## config.mk

```make
export PLATFORM = sky130hd
export DESIGN_NAME = mac_conv_ctrl
export DESIGN_NICKNAME = d
export VERILOG_FILES = /design/src/rtl/mac_conv_ctrl.sv
export SDC_FILE = /design/constraint.sdc
export NUM_CORES = 1
export LEC_CHECK = 0
export ABC_CLOCK_PERIOD_IN_PS = 5300
export CAP_MARGIN = 20
export CORE_UTILIZATION = 45
export CTS_CLUSTER_SIZE = 30
export DETAILED_ROUTE_END_ITERATION = 8
export GPL_ROUTABILITY_DRIVEN = 0
export GPL_TIMING_DRIVEN = 1
export PLACE_DENSITY = 0.75
export SYNTH_ARGS = -nofsm -noshare
export SYNTH_HDL_FRONTEND = slang
export SYNTH_SLANG_ARGS = --single-unit
```

## constraint.sdc

```tcl
create_clock -name clk -period 5.3 [get_ports clk]
set_input_delay 1.06 -clock clk [delete_from_list [all_inputs] [get_ports clk]]
set_output_delay 1.06 -clock clk [all_outputs]
set_load 0.1 [all_outputs]
```

## src/rtl/mac_conv_ctrl.sv

```systemverilog
// Sequencer for a single-MAC 1-D convolution: walks filter taps, issues memory reads and times the MAC enables.
// Optional stall counter output enabled by defining MAC_CONV_CTRL_STALL_CNT_EN.
module mac_conv_ctrl #(
  parameter int X_LEN = 20,
  parameter int F_LEN = 13,
  parameter int XA_W  = (X_LEN > 1) ? $clog2(X_LEN) : 1,
  parameter int FA_W  = (F_LEN > 1) ? $clog2(F_LEN) : 1
) (
  input  logic            clk,
  input  logic            reset_n,
  input  logic            start,
  output logic            busy,
  output logic            done,
  output logic            xmem_rd_en,
  output logic [XA_W-1:0] xmem_addr,
  output logic            fmem_rd_en,
  output logic [FA_W-1:0] fmem_addr,
  output logic            en_mult_reg,
  output logic            en_adder_reg,
  output logic            reset_accum,
  output logic            out_valid,
  input  logic            out_ready,
  output logic [XA_W-1:0] out_index
`ifdef MAC_CONV_CTRL_STALL_CNT_EN
  ,
  output logic [15:0]     stall_cycles
`endif
);

  typedef enum logic [2:0] {
    S_IDLE     = 3'd0,
    S_CLEAR    = 3'd1,
    S_RUN      = 3'd2,
    S_DRAIN0   = 3'd3,
    S_DRAIN1   = 3'd4,
    S_OUT_WAIT = 3'd5,
    S_DONE     = 3'd6
  } state_t;

  localparam logic [XA_W-1:0] P_LAST   = XA_W'(X_LEN - F_LEN);
  localparam logic [FA_W-1:0] TAP_LAST = FA_W'(F_LEN - 1);

  state_t          state_q, state_d;
  logic [XA_W-1:0] p_q, p_d;
  logic [FA_W-1:0] tap_q, tap_d;
  logic            en_mult_q, en_mult_d;
  logic            en_adder_q, en_adder_d;
  logic            rd_s;

  // Next-state and output decode from the registered state.
  always_comb begin
    state_d     = state_q;
    p_d         = p_q;
    tap_d       = tap_q;
    rd_s        = 1'b0;
    reset_accum = 1'b0;
    out_valid   = 1'b0;
    done        = 1'b0;
    xmem_addr   = '0;
    fmem_addr   = '0;
    case (state_q)
      S_IDLE: begin
        if (start) begin
          state_d = S_CLEAR;
          p_d     = '0;
        end else begin
          state_d = S_IDLE;
        end
      end
      S_CLEAR: begin
        reset_accum = 1'b1;
        tap_d       = '0;
        state_d     = S_RUN;
      end
      S_RUN: begin
        rd_s      = 1'b1;
        xmem_addr = p_q + XA_W'(tap_q);
        fmem_addr = tap_q;
        if (tap_q == TAP_LAST) begin
          state_d = S_DRAIN0;
        end else begin
          tap_d = tap_q + {{(FA_W-1){1'b0}}, 1'b1};
        end
      end
      // Two drain cycles let the last read reach the accumulator.
      S_DRAIN0: state_d = S_DRAIN1;
      S_DRAIN1: state_d = S_OUT_WAIT;
      S_OUT_WAIT: begin
        out_valid = 1'b1;
        if (out_ready) begin
          if (p_q == P_LAST) begin
            state_d = S_DONE;
          end else begin
            p_d     = p_q + {{(XA_W-1){1'b0}}, 1'b1};
            state_d = S_CLEAR;
          end
        end else begin
          state_d = S_OUT_WAIT;
        end
      end
      S_DONE: begin
        done    = 1'b1;
        state_d = S_IDLE;
      end
      default: state_d = S_IDLE;
    endcase
    en_mult_d    = rd_s;
    en_adder_d   = en_mult_q;
    xmem_rd_en   = rd_s;
    fmem_rd_en   = rd_s;
    en_mult_reg  = en_mult_q;
    en_adder_reg = en_adder_q;
    busy         = (state_q != S_IDLE);
    out_index    = p_q;
  end

  // State, position, tap and enable pipeline registers.
  always_ff @(posedge clk) begin
    if (!reset_n) begin
      state_q    <= S_IDLE;
      p_q        <= '0;
      tap_q      <= '0;
      en_mult_q  <= 1'b0;
      en_adder_q <= 1'b0;
    end else begin
      state_q    <= state_d;
      p_q        <= p_d;
      tap_q      <= tap_d;
      en_mult_q  <= en_mult_d;
      en_adder_q <= en_adder_d;
    end
  end

`ifdef MAC_CONV_CTRL_STALL_CNT_EN
  logic [15:0] stall_q, stall_d;

  // Saturating count of cycles where a result waits on the consumer.
  always_comb begin
    stall_d = stall_q;
    if (state_q == S_IDLE && start) begin
      stall_d = 16'h0000;
    end else if (out_valid && !out_ready && stall_q != 16'hFFFF) begin
      stall_d = stall_q + 16'h0001;
    end else begin
      stall_d = stall_q;
    end
    stall_cycles = stall_q;
  end

  // Stall counter register.
  always_ff @(posedge clk) begin
    if (!reset_n) begin
      stall_q <= 16'h0000;
    end else begin
      stall_q <= stall_d;
    end
  end
`endif

endmodule

```

Word level (Yosys, flattened, before mapping)
Cells that the tools add are included.
{"block": "totals", "input_bits": 4, "regBits": 14, "out_inout_bits": 22, "wordCells": 44}
{"block": "op_classes", "reduce_logical": 6, "mux": 17, "eq_ne": 13, "n_addsub": 3}
{"operator": "two-way mux 5 bit", "count": 4}
{"operator": "one-hot mux 3 bit (6 select lines)", "count": 1}
{"operator": "!= test 2 bit, second input constant", "count": 5}
{"operator": "one-hot mux 5 bit (2 select lines)", "count": 1}
{"operator": "equality test 3 bit, second input constant", "count": 3}
{"operator": "two-way mux 3 bit", "count": 3}
{"operator": "two-way mux 4 bit", "count": 2}
{"operator": "one-hot mux 4 bit (2 select lines)", "count": 1}
{"operator": "equality test 3 x 2 -> 1 bit, second input constant", "count": 2}
{"operator": "adder 5 x 1 -> 5 bit, second input constant", "count": 1}
{"operator": "adder 5 x 4 -> 5 bit", "count": 1}
{"operator": "equality test 5 x 3 -> 1 bit, second input constant", "count": 1}
{"operator": "two-way mux 1 bit", "count": 5}
{"operator": "adder 4 x 1 -> 4 bit, second input constant", "count": 1}
{"operator": "equality test 4 bit, second input constant", "count": 1}
{"operator": "AND reduction 4 bit", "count": 1}
{"operator": "nonzero test 2 bit", "count": 2}
{"operator": "equality test 3 x 1 -> 1 bit, second input constant", "count": 1}
{"operator": "zero test 3 bit", "count": 1}
{"operator": "nonzero test 3 bit", "count": 1}
{"operator": "AND reduction 2 bit", "count": 1}

Depth between registers and ports, before layout
{"block": "depth", "ltp_word": 4, "depth_mapped": 7, "ltp_nobuf": 7}

Least setup slack after synthesis
OpenSTA, ideal clock, no wires.
{"block": "synth_timing", "kind": "register to output", "from": "register p_q[0] (netlist: out_index[0])", "to": "output port xmem_addr[4]", "slack_ns": 0.110, "path_stages_with_launch": 8, "t_required_ns": 4.240, "n_path_buf": 0, "arrival_ns": 4.130, "path_cell_list": "dfxtp_1 > ha_1 > inv_1 > fa_1 > nor2b_1 > o21ai_0 > nor3b_1 > nor3_1"}
{"block": "synth_between", "elab_chain_cells": 2}
{"item": "from (decl)", "line_no": "44", "source": "logic [XA_W-1:0] p_q, p_d;"}
{"item": "from (signal assigned)", "line_no": "127", "source": "p_q <= p_d;"}
{"item": "adder 5 x 4 -> 5 bit", "line_no": "77", "source": "xmem_addr = p_q + XA_W'(tap_q);"}
{"item": "two-way mux 5 bit", "line_no": "61", "source": "case (state_q)"}
{"item": "to (decl)", "line_no": "15", "source": "output logic [XA_W-1:0] xmem_addr,"}
No other way between the ends.

Worst setup path in the final report
Same ends and word-level chain as after synthesis.

==> flow_results.org <==
** Cells and area
- At the end of the flow, the number of nets in the layout was between 150 and 200.
- Antenna Cells :: 0
- Area growth from synthesis to layout :: 29.69%
- Ratio of cells with drive above 1 in the final layout :: ~5.0%
- The register with the most flip-flops in the layout has 5 of them.

** STA
- The worst pin sits at a relative slew slack of between 30% and 40%.
- Hold is met by just under 0.5 ns.
- Adding up every negative setup slack in the final design gives 0 ns.
- Counting I/O delays and the setup requirement, the final critical path takes around 4.1 ns.
- The hold violation total from the final report came to 0.
- Measured slew at the worst slew-check pin :: a little under 1 ns
- The final critical path takes up between 70 and 80% of the cycle.
- Worst-case clock skew :: roughly 0.0032 ns
- Setup repair after global routing left no endpoint under its margin.
- Highest clock rate :: roughly 240 MHz
- Final setup vio count :: 0
- The count of pins over their slew limit is 0.

** Global routing
- Maximum number of pins on one net before global-route repair :: 15
- Number of antenna violations at the first check in global routing :: 0
- The via count of the first global-routing pass was roughly 730.
- Global-route wire length before repair :: ~3300 um
- All-Layer GR Usage :: between 20% and 30%
- Global routing finished with a remaining overflow of 0.

** Drt
- First DRT Iteration DRCs :: 14
- In the final routed layout, each cell accounts on average for ~13 um.
- 1st-pass router iterations :: 4
- After detailed routing, the number of remaining DRC violations is 0.
- The routed design has ~2200 um of wire.
- Detail Route Antenna Nets :: 0
- In the routed layout, each cell is associated on average with a via count of ~5.5.
- Via total after detailed routing :: 920

** Placed design
- DP Wirelength :: between 1500 and 2000 um
- I/O Buffers :: 25

** Die
- Initial cell density of the core :: 48.48%
- Die width :: ~48 um
- Area of the core :: 1982 um2
- DIE HEIGHT :: roughly 48 um
- DIE AREA :: about 2300 um2
- Total I/O pin count :: 26
- Standard-cell row count :: 16

** Setup path
- Slack of the worst reg-to-reg path :: 3.53 ns
- For this run, the slowest stage of the critical path takes between 1 and 1.5 ns.
- CP Launch Type :: flop
- Cells traversed along the worst timing path :: ha_1 > inv_1 > fa_1 > nor2b_1 > o21ai_0 > nor3b_1 > nor3_1 > clkdlybuf4s50_1
- At the worst endpoint, the required time is between 4 and 5 ns.
- Endpoint type of the worst setup path :: output pin
- Slowest stage cell on the critical path :: clkdlybuf4s50_1
- Data on the critical path arrives at its endpoint at between 3 and 4 ns.
- Maximum fanout count along the critical path :: 6
- Reg-to-reg endpoint :: out_index[4]
- Path depth of the worst reg2reg path :: 5
- Worst R2R Start :: state_q[0]
- Setup Crit Path Kind :: reg -> out

** Clock network
- TritonCTS clock tree :: built
- Clock transition at path regs :: approximately 0.090 ns
- Cts-stage hold buffer count :: 0
- Clock sink count :: 14
- # Post-CTS Setup Buffers :: 0
- Root buffer cell :: clkbuf_4
- CTS built an H-tree with a depth of 1.
- The number of clock buffers added by TritonCTS is 3.
- The clock reaches the later pin of the worst-skew pair after between 0.2 and 0.3 ns.
- Bufs on Longest Clock Path :: 2
- Gates resized during post-CTS repair numbered 0.

** Synthesis
- The Yosys step of the flow raised 0 warnings.
- Most numerous cell types in the synthesized netlist :: dfxtp_1, o21ai_0, inv_1, ha_1, nor2_1
- Area fraction of the dominant cell type after synthesis :: 29.17%
- Cell Area, Synth :: 960.9 um2
- Most repeated cell in the gate-level netlist after synthesis :: dfxtp_1
- Sequential-to-total area share from yosys stat :: between 20 and 30%
- Among all flip-flop cells after synthesis, the most frequent one is dfxtp_1.
- In this run, distinct cell masters in the synthesized netlist total 40.
- Number of synthesized register bits :: 14
- Summed over all instances, the cell type with the most area after synthesis is dfxtp_1.
- When the netlist entered floorplanning its net count stood at around 130.
- In the post-synthesis netlist, the biggest area contributors are dfxtp_1, ha_1, o21ai_0.
- Number of instances in the synthesized netlist :: between 100 and 150
- Proportion of synthesized flip-flops having asynchronous set or reset :: 0%
- Post-synthesis average cell area :: approximately 8.2 um2
- Number of enable flip-flop cells after synthesis :: 0

** Pwr
- For this design the ratio of total power to cell area is about 210 nW/um2.
- Power Total :: 258.1 uW
- IR analysis of the VDD net gives a maximum drop of about 0.17 mV.
- Static Leakage :: between 0.4 and 0.5 nW

** Min path
- Counting instances, the worst hold path has a depth of 1.
- For hold timing, the worst endpoint is en_adder_reg.
- Min-delay worst type :: reg -> reg
- Min-delay src :: en_mult_reg

** Outcome
- Status :: completed

** Job
- Max-cap violations in this run came to 0.
## cells by family after synthesis
| family | synth area share (%) |
|---|---|
| simple gates | 29.56 |
| compound gates | 19.53 |
| xor+xnor | 0.9116 |
| buf+inv | 7.550 |
| fa+ha+maj | 11.20 |
| flops | 29.17 |
| mux | 2.083 |
## stage by stage
step           setup WS, ns  utilization (%)  std cells  area (um2)
6_report              1.171            62.88        168        1246
5_1_grt               1.063            62.88        168        1246
4_1_cts               1.167            62.88        168        1246
3_5_place_dp          1.489            61.05        164        1210
3_3_place_gp          1.603            61.05        164        1210
2_1_floorplan        0.1097                -        117       960.9
## area by class of cell
cell class | count | area [um2]
tap | 27 | 33.78
inverter | 10 | 37.54
timing repair buffer | 25 | 250.2
multi-input combinational | 88 | 608.1
sequential | 14 | 280.3
clock buffer | 4 | 36.28
fill | 167 | 735.7
## worst max-delay path by stage
stage | startpoint | endpoint | slack (ns)
4_1_cts | out_index[0] | xmem_addr[4] | 1.17
6_report | out_index[0] | xmem_addr[4] | 1.17
3_5_place_dp | out_index[0] | xmem_addr[4] | 1.49
2_1_floorplan | out_index[0] | xmem_addr[4] | 0.11
5_1_grt | out_index[0] | xmem_addr[4] | 1.06
3_3_place_gp | out_index[0] | xmem_addr[4] | 1.60
## worst max-delay path, delay by kind of cell (launching register included)
kind / cells / cell delay, ns
buf+inv: 2 / 1.20
fa+ha+maj: 2 / 0.58
flops: 1 / 0.45
simple gates: 3 / 0.45
compound gates: 1 / 0.11
## per-layer routing
layer | vias up | wire [um] | GRT usage (%)
met3 | 4 | 108 | 3.333
met1 | 418 | 1048 | 28.86
li1 | 472 | - | -
met4 | 0 | 35 | 8.333
met2 | 26 | 985 | 32.80
met5 | - | 0 | 0
## where the power goes
group | total [mW] | switching (mW) | internal, mW
clock | 0.0786 | 0.0368 | 0.0418
sequential | 0.113 | 0.00570 | 0.108
combinational | 0.0662 | 0.0476 | 0.0186
total | 0.258 | 0.0902 | 0.168
## placed cells by master (no fill, tap or decap), types with 2 or more instances in the layout
| cell | instances |
|---|---|
| a21boi_0 | 3 |
| nor2_1 | 7 |
| nor2b_1 | 5 |
| nand3_1 | 4 |
| a21oi_1 | 6 |
| dfxtp_1 | 14 |
| o21ai_0 | 9 |
| o2111ai_1 | 2 |
| mux2i_1 | 2 |
| nor3b_1 | 2 |
| clkbuf_4 | 3 |
| or4_1 | 3 |
| inv_1 | 8 |
| nand2b_1 | 3 |
| a31oi_1 | 3 |
| nand2_1 | 6 |
| or3_1 | 4 |
| ha_1 | 7 |
| and3_1 | 4 |
| nor3_1 | 3 |
| clkdlybuf4s50_1 | 25 |
Note: power is estimated with default switching activity, not from simulation.
